===== config.mk =====
export PLATFORM = sky130hd
export DESIGN_NAME = fu_issue_queue
export DESIGN_NICKNAME = d
export VERILOG_FILES = /design/src/rtl/fuq_pkg.sv /design/src/rtl/fu_issue_queue_age_matrix_select.sv /design/src/rtl/fu_issue_queue.sv
export SDC_FILE = /design/constraint.sdc
export NUM_CORES = 2
export LEC_CHECK = 0
export BUFFER_PORTS_ARGS = -buffer_cell sky130_fd_sc_hd__buf_2
export CORE_UTILIZATION = 50
export CTS_CLUSTER_DIAMETER = 100
export CTS_CLUSTER_SIZE = 16
export DETAILED_ROUTE_END_ITERATION = 6
export GPL_TIMING_DRIVEN = 0
export PLACE_DENSITY = 0.69
export SYNTH_ARGS = -nofsm -noshare
export SYNTH_HDL_FRONTEND = slang
export SYNTH_HIERARCHICAL = 1
export SYNTH_SLANG_ARGS = --single-unit

===== constraint.sdc =====
create_clock -name clk -period 5.68 [get_ports clk]
set_clock_uncertainty 0.15 [all_clocks]
set_input_delay 1.42 -clock clk [delete_from_list [all_inputs] [get_ports clk]]
set_output_delay 1.42 -clock clk [all_outputs]
set_load 0.005 [all_outputs]

===== src/rtl/fuq_pkg.sv =====
// Shared types and helpers for the functional-unit issue queue.
// Entry field widths are fixed here; the top-level width parameters
// default to these values and must stay equal to them.
package fuq_pkg;

    localparam int FUQ_INST_ID_BITS   = 6;
    localparam int FUQ_PRN_BITS       = 6;
    localparam int FUQ_MAX_OPERANDS   = 3;
    // Wake buses are zero-padded to this width so one helper serves any
    // WAKE_PORTS up to this limit.
    localparam int FUQ_MAX_WAKE_PORTS = 16;

    typedef struct packed {
        logic                                               valid;
        logic [FUQ_INST_ID_BITS-1:0]                        inst_id;
        logic [31:0]                                        raw_instr;
        logic [63:0]                                        pc;
        logic [FUQ_MAX_OPERANDS-1:0]                        src_valid;
        logic [FUQ_MAX_OPERANDS-1:0]                        src_ready;
        logic [FUQ_MAX_OPERANDS-1:0][FUQ_PRN_BITS-1:0]      src_prn;
        logic [FUQ_MAX_OPERANDS-1:0]                        dst_valid;
        logic [FUQ_MAX_OPERANDS-1:0][FUQ_PRN_BITS-1:0]      dst_prn;
    } iq_entry_t;

    // True when any asserted wake channel broadcasts this PRN.
    function automatic logic prn_match(
        input logic [FUQ_PRN_BITS-1:0]                          prn,
        input logic [FUQ_MAX_WAKE_PORTS-1:0]                    wake_valid,
        input logic [FUQ_MAX_WAKE_PORTS-1:0][FUQ_PRN_BITS-1:0]  wake_prn
    );
        logic hit;
        hit = 1'b0;
        for (int w = 0; w < FUQ_MAX_WAKE_PORTS; w++)
            hit = hit | (wake_valid[w] && (wake_prn[w] == prn));
        return hit;
    endfunction

endpackage


===== src/rtl/fu_issue_queue_age_matrix_select.sv =====
// Age matrix picking the oldest eligible entry and the oldest valid entry.
// older[i][j] = 1 means entry i was allocated before entry j.
module age_matrix_select #(
    parameter int QUEUE_SIZE = 8
) (
    input  logic                  clk,
    input  logic                  rst,
    input  logic                  flush,
    input  logic [QUEUE_SIZE-1:0] valid,
    input  logic [QUEUE_SIZE-1:0] alloc,
    input  logic [QUEUE_SIZE-1:0] free,
    input  logic [QUEUE_SIZE-1:0] eligible,
    output logic [QUEUE_SIZE-1:0] sel_oh,
    output logic [QUEUE_SIZE-1:0] oldest_oh
);

    logic [QUEUE_SIZE-1:0][QUEUE_SIZE-1:0] older;

    // New entry becomes younger than everyone; a freed/reused row forgets its history.
    always_ff @(posedge clk or negedge rst) begin
        if (!rst) begin
            older <= '0;
        end else if (flush) begin
            older <= '0;
        end else begin
            for (int i = 0; i < QUEUE_SIZE; i++)
                for (int j = 0; j < QUEUE_SIZE; j++)
                    if (alloc[j] && (i != j))
                        older[i][j] <= 1'b1;
                    else if (alloc[i] || free[i])
                        older[i][j] <= 1'b0;
        end
    end

    // An entry wins when no other candidate in the same set is older than it.
    always_comb begin
        sel_oh    = '0;
        oldest_oh = '0;
        for (int i = 0; i < QUEUE_SIZE; i++) begin
            logic elig_older, valid_older;
            elig_older  = 1'b0;
            valid_older = 1'b0;
            for (int j = 0; j < QUEUE_SIZE; j++) begin
                elig_older  = elig_older  | (eligible[j] && older[j][i]);
                valid_older = valid_older | (valid[j]    && older[j][i]);
            end
            sel_oh[i]    = eligible[i] && !elig_older;
            oldest_oh[i] = valid[i]    && !valid_older;
        end
    end

endmodule


===== src/rtl/fu_issue_queue.sv =====
// Issue queue for one functional unit: tracks operand readiness from wake
// broadcasts, selects the oldest ready entry, reads the PRF and holds the
// result in a registered valid/ready issue port.
module fu_issue_queue
    import fuq_pkg::*;
#(
    parameter int INST_ID_BITS = FUQ_INST_ID_BITS,
    parameter int PRN_BITS     = FUQ_PRN_BITS,
    parameter int MAX_OPERANDS = FUQ_MAX_OPERANDS,
    parameter int QUEUE_SIZE   = 8,
    parameter int WAKE_PORTS   = 8,
    parameter int IN_ORDER     = 0
) (
    input  logic                                     clk,
    input  logic                                     rst,
    input  logic                                     flush,
    input  logic                                     enq_valid,
    output logic                                     enq_ready,
    input  logic [INST_ID_BITS-1:0]                  enq_inst_id,
    input  logic [31:0]                              enq_raw_instr,
    input  logic [63:0]                              enq_pc,
    input  logic [MAX_OPERANDS-1:0]                  enq_src_valid,
    input  logic [MAX_OPERANDS-1:0]                  enq_src_ready,
    input  logic [MAX_OPERANDS-1:0][PRN_BITS-1:0]    enq_src_prn,
    input  logic [MAX_OPERANDS-1:0]                  enq_dst_valid,
    input  logic [MAX_OPERANDS-1:0][PRN_BITS-1:0]    enq_dst_prn,
    input  logic [WAKE_PORTS-1:0]                    wake_valid,
    input  logic [WAKE_PORTS-1:0][PRN_BITS-1:0]      wake_prn,
    output logic [MAX_OPERANDS-1:0]                  prf_read_enable,
    output logic [MAX_OPERANDS-1:0][PRN_BITS-1:0]    prf_read_prn,
    input  logic [MAX_OPERANDS-1:0][63:0]            prf_op,
    output logic                                     issue_valid,
    input  logic                                     issue_ready,
    output logic [INST_ID_BITS-1:0]                  issue_inst_id,
    output logic [31:0]                              issue_raw_instr,
    output logic [63:0]                              issue_pc,
    output logic [MAX_OPERANDS-1:0][63:0]            issue_operands,
    output logic [MAX_OPERANDS-1:0]                  issue_dst_valid,
    output logic [MAX_OPERANDS-1:0][PRN_BITS-1:0]    issue_dst_prn,
    output logic [$clog2(QUEUE_SIZE+1)-1:0]          occupancy
);

    localparam int CNT_W = $clog2(QUEUE_SIZE+1);

    iq_entry_t                                         q [QUEUE_SIZE];
    iq_entry_t                                         enq_e, sel_e;
    logic [CNT_W-1:0]                                  count;
    logic [QUEUE_SIZE-1:0]                             valid_vec, elig_raw, elig;
    logic [QUEUE_SIZE-1:0]                             free_lowest, alloc_oh, free_oh;
    logic [QUEUE_SIZE-1:0]                             sel_oh, oldest_oh;
    logic                                              enq_fire, sel_fire;
    logic [FUQ_MAX_WAKE_PORTS-1:0]                     wv_pad;
    logic [FUQ_MAX_WAKE_PORTS-1:0][FUQ_PRN_BITS-1:0]   wp_pad;

    // Widen the wake buses to the helper's fixed width; unused channels stay idle.
    always_comb begin
        wv_pad = '0;
        wp_pad = '0;
        wv_pad[WAKE_PORTS-1:0] = wake_valid;
        wp_pad[WAKE_PORTS-1:0] = wake_prn;
    end

    // Full is judged on the registered count only, so a same-cycle select
    // never opens a slot for the router.
    assign enq_ready = (count < CNT_W'(QUEUE_SIZE));
    assign enq_fire  = enq_valid && enq_ready;
    assign occupancy = count;

    // Build the incoming entry; a same-cycle wake counts so no wakeup is lost.
    always_comb begin
        enq_e           = '0;
        enq_e.valid     = 1'b1;
        enq_e.inst_id   = enq_inst_id;
        enq_e.raw_instr = enq_raw_instr;
        enq_e.pc        = enq_pc;
        enq_e.src_valid = enq_src_valid;
        enq_e.src_prn   = enq_src_prn;
        enq_e.dst_valid = enq_dst_valid;
        enq_e.dst_prn   = enq_dst_prn;
        for (int s = 0; s < MAX_OPERANDS; s++)
            enq_e.src_ready[s] = !enq_src_valid[s] || enq_src_ready[s] ||
                                 prn_match(enq_src_prn[s], wv_pad, wp_pad);
    end

    // Lowest-index free slot; scanning downward leaves the lowest hit.
    always_comb begin
        free_lowest = '0;
        for (int i = QUEUE_SIZE-1; i >= 0; i--)
            if (!q[i].valid) begin
                free_lowest    = '0;
                free_lowest[i] = 1'b1;
            end
    end

    assign alloc_oh = enq_fire ? free_lowest : '0;

    // Per-entry valid and all-operands-ready flags.
    always_comb begin
        valid_vec = '0;
        elig_raw  = '0;
        for (int i = 0; i < QUEUE_SIZE; i++) begin
            valid_vec[i] = q[i].valid;
            elig_raw[i]  = q[i].valid && (&q[i].src_ready);
        end
    end

    generate
        if (IN_ORDER != 0) begin : g_in_order
            assign elig = elig_raw & oldest_oh;
        end else begin : g_ooo
            assign elig = elig_raw;
        end
    endgenerate

    age_matrix_select #(.QUEUE_SIZE(QUEUE_SIZE)) u_age (
        .clk       (clk),
        .rst       (rst),
        .flush     (flush),
        .valid     (valid_vec),
        .alloc     (alloc_oh),
        .free      (free_oh),
        .eligible  (elig),
        .sel_oh    (sel_oh),
        .oldest_oh (oldest_oh)
    );

    assign sel_fire = (|sel_oh) && (!issue_valid || issue_ready) && !flush;
    assign free_oh  = sel_fire ? sel_oh : '0;

    // One-hot mux of the selected entry.
    always_comb begin
        sel_e = '0;
        for (int i = 0; i < QUEUE_SIZE; i++)
            if (sel_oh[i])
                sel_e = q[i];
    end

    assign prf_read_enable = sel_fire ? sel_e.src_valid : '0;
    assign prf_read_prn    = sel_fire ? sel_e.src_prn   : '0;

    // Entry storage: allocate, free on select, otherwise absorb wakeups.
    always_ff @(posedge clk or negedge rst) begin
        if (!rst) begin
            for (int i = 0; i < QUEUE_SIZE; i++)
                q[i] <= '0;
        end else if (flush) begin
            for (int i = 0; i < QUEUE_SIZE; i++)
                q[i].valid <= 1'b0;
        end else begin
            for (int i = 0; i < QUEUE_SIZE; i++) begin
                if (alloc_oh[i])
                    q[i] <= enq_e;
                else if (free_oh[i])
                    q[i].valid <= 1'b0;
                else if (q[i].valid)
                    for (int s = 0; s < MAX_OPERANDS; s++)
                        if (q[i].src_valid[s] && prn_match(q[i].src_prn[s], wv_pad, wp_pad))
                            q[i].src_ready[s] <= 1'b1;
            end
        end
    end

    // Issue register: loads on select, holds under backpressure, drains on accept.
    always_ff @(posedge clk or negedge rst) begin
        if (!rst) begin
            issue_valid     <= 1'b0;
            issue_inst_id   <= '0;
            issue_raw_instr <= '0;
            issue_pc        <= '0;
            issue_operands  <= '0;
            issue_dst_valid <= '0;
            issue_dst_prn   <= '0;
        end else if (flush) begin
            issue_valid <= 1'b0;
        end else if (sel_fire) begin
            issue_valid     <= 1'b1;
            issue_inst_id   <= sel_e.inst_id;
            issue_raw_instr <= sel_e.raw_instr;
            issue_pc        <= sel_e.pc;
            issue_dst_valid <= sel_e.dst_valid;
            issue_dst_prn   <= sel_e.dst_prn;
            for (int s = 0; s < MAX_OPERANDS; s++)
                issue_operands[s] <= sel_e.src_valid[s] ? prf_op[s] : 64'd0;
        end else if (issue_ready) begin
            issue_valid <= 1'b0;
        end
    end

    // Occupancy: +1 per accepted enqueue, -1 per select.
    always_ff @(posedge clk or negedge rst) begin
        if (!rst)
            count <= '0;
        else if (flush)
            count <= '0;
        else
            count <= count + CNT_W'(enq_fire) - CNT_W'(sel_fire);
    end

endmodule


==> impl_metrics.tcl <==
set metrics [dict create \
    grt_pass1_vias 65600 \
    synthCells 7259 \
    core-area_um2 163000 \
    fp-row-count 148 \
    tightestPinTransition_ns 1.60 \
    grt_antenna_before_repair 85 \
    hold_path.class "flip-flop to flip-flop" \
    cts_root_buf "clkbuf_16" \
    power.leakage_nw 42.4 \
    tns_ns -1.17 \
    drc 0 \
    cts_sinks 1560 \
    cp-start-kind "flip-flop" \
    first_iter_violations 9220 \
    grt-ovfl-total 0 \
    tritoncts "built" \
    die_w_um 407 \
    cp.depth 14 \
    syn_area_um2 82000 \
    fmax_ghz 0.170 \
    crit_end "prf_read_prn[5]" \
    fin_area_um2 93000 \
    area_growth_pct 13.4 \
    worstSetupPathType "flip-flop to primary output" \
    holdWs_ns 0.333 \
    syn_nets 7664 \
    clkTransAtPathRegs_ns 0.08 \
    yosys_warnings 6 \
    worstPathArrival_ns 4.33 \
    finalCritPeriodShare_pct 104 \
    ir_drop_uv 299 \
    layout_setup_ws_ns -0.216 \
    setup_violations 15 \
    vias 68000 \
    fin_cells 10300 \
    drt-wirelength-per-cell_um 36.4 \
    clockBufferDepth 3 \
    violations "max-capacitance violations, max-slew violations, negative setup slack" \
    rrSetupSlack_ns 0.34 \
    p_per_area_nw_per_um2 356 \
    drt_pass1_iterations 6 \
    dpl.hpwl_mm 265 \
    port_buffers 666 \
    wl_mm 376 \
    drv_slew 60 \
    grt_pass1_wl_mm 514 \
    status "finished with violations" \
    r2r-start "q[147]" \
    maxCapViolCount 9 \
    crit_path_start "q[189]" \
    cpMaxStageDelayCell "o211ai_1" \
    critPathRequiredTime_ns 4.11 \
    clk-insertion-delay-late_ns 0.80 \
    worst-path-buf-inv 5 \
    placed_area_um2 88600 \
    rsz0062_at_grt "yes" \
    rr_worst_depth 17 \
    path_cells "and4_1 > buf_6 > a22o_1 > a221oi_2 > and4_4 > nor2b_4 > clkbuf_16 > clkbuf_16 > buf_12 > a221oi_2 > o311ai_2 > o21ai_1 > o211ai_1 > buf_2" \
    start_util_pct 50.4 \
    dieArea_um2 166000 \
    placed_cells 10100 \
    crit_fanout 6 \
    max_stage_delay_ns 0.67 \
    die_h_um 407 \
    period_needed_ns 5.90 \
    r2r_end "occupancy[2]" \
    drive_above_1_share_pct 29.6 \
    avgSynthCellArea_um2 11.3 \
    cpLargestDelayFamily "compound AO/OA/AOI/OAI gates" \
    grt_max_degree 176 \
    slew-limit-headroom_pct -7.47 \
    cts_buffers 110 \
    gp_congestion 1.06 \
    finalHoldViolCount 0 \
    grtUsageTotal_pct 44.5 \
    drt.antenna.violating_nets 0 \
    crit_path_end_kind "primary output" \
    nets 8501 \
    vias_per_cell 6.58 \
    pin_count 742 \
    h-tree-depth 3 \
    pre_cts_slack_ns -2.02 \
]
worst register-to-register path: stages (launching register included):
cell and delay, ns:
dfrtp_1 0.39, and4_1 0.47, a22oi_1 0.13, and4_4 0.22, buf_4 0.16, nor4_1 0.41
nand2_2 0.16, nor4_4 0.30, nand2b_1 0.39, clkinvlp_4 0.20, clkbuf_1 0.44, clkbuf_2 0.50
ha_1 0.42, inv_1 0.04, ha_1 0.20, fa_1 0.41, xnor2_1 0.16, nor2_1 0.05
layout make-up:
class                      count  area (um2)
tap                         2175        2720
multi-input combinational   4906       40000
buffer                       758        3730
fill                       13800       69700
clock buffer                 112        2760
timing repair buffer         738        4230
antenna                       47         118
inverter                      22        93.8
sequential                  1560       39000
clock inverter                16         303
per-layer routing:
layer  vias to the layer above  track usage (%)  part of all wire [%]
met5                         -                0                  0.12
met3                      1186             14.8                    11
li1                      27600                -                     -
met4                        64             32.2                   8.4
met2                      4197             64.8                    43
met1                     35000             55.0                    37
report_power, final:
part	switching (mW)	internal [mW]	total, mW	leakage, nW
sequential	1.54	13.5	15.0	20.9
clock	4.07	3.58	7.65	1.48
combinational	6.13	4.32	10.5	20.0
worst min-delay path by stage:
stage,slack [ns],start,cells past startpoint,end
2_1_floorplan,0.30,q[101],1,q[101]
3_3_place_gp,0.31,q[106],1,q[106]
3_5_place_dp,0.32,issue_raw_instr[12],2,issue_raw_instr[12]
4_1_cts,0.33,issue_raw_instr[12],2,issue_raw_instr[12]
5_1_grt,0.34,q[105],1,q[105]
6_report,0.33,q[106],1,q[106]
placed cells by master, fill, tap and decap left out, types with 8 or more instances in the layout:
cell type  instances
mux2_2          1089
clkbuf_1         332
a211oi_1          48
o22ai_1           50
buf_4             77
a22o_1           200
clkbuf_16        120
o21ai_1           12
buf_1             81
o311ai_2          10
nor2_2            11
clkbuf_2          10
o211ai_1          18
nand2b_1          85
inv_1             19
a22oi_1          168
a221oi_1          54
nand4_1          217
xor2_1           649
nor2b_1           22
nand3_1           31
a221o_1           79
dfrtp_1         1557
diode_2           47
nor4_1           265
a21oi_1          271
a221oi_2          15
buf_16            11
xnor2_1          650
and4_4             9
nor2_1           300
buf_2            933
o21ai_0          240
mux2_1            60
nand2_1          136
a31oi_1           79
buf_6             21
o221ai_1          46
o21ai_2            8
timing repair:
item | CTS | global route
pin swaps | 39 | 39
gates cloned | 1 | 0
buffers inserted | 31 | 19
gates resized for setup | 227 | 48
setup endpoints to repair | 44 | 23
hold buffers | 0 | 0
per-stage QoR:
step,util (%),power [mW]
floorplan,-,20.3
global placement,54.1,24.6
detailed placement,54.4,24.9
CTS,56.9,32.6
global route,57.1,34.3
finish,57.2,33.1
sequential cells by signal (all words and copies together) (netlist names):
name / count
issue_operands: 192
issue_raw_instr: 32
q: 1184
issue_pc: 64
issue_dst_valid: 3
occupancy: 4
issue_dst_prn: 18
issue_inst_id: 6
issue_valid: 1
u_age/older: 56
Note: power is estimated with default switching activity, not from simulation.
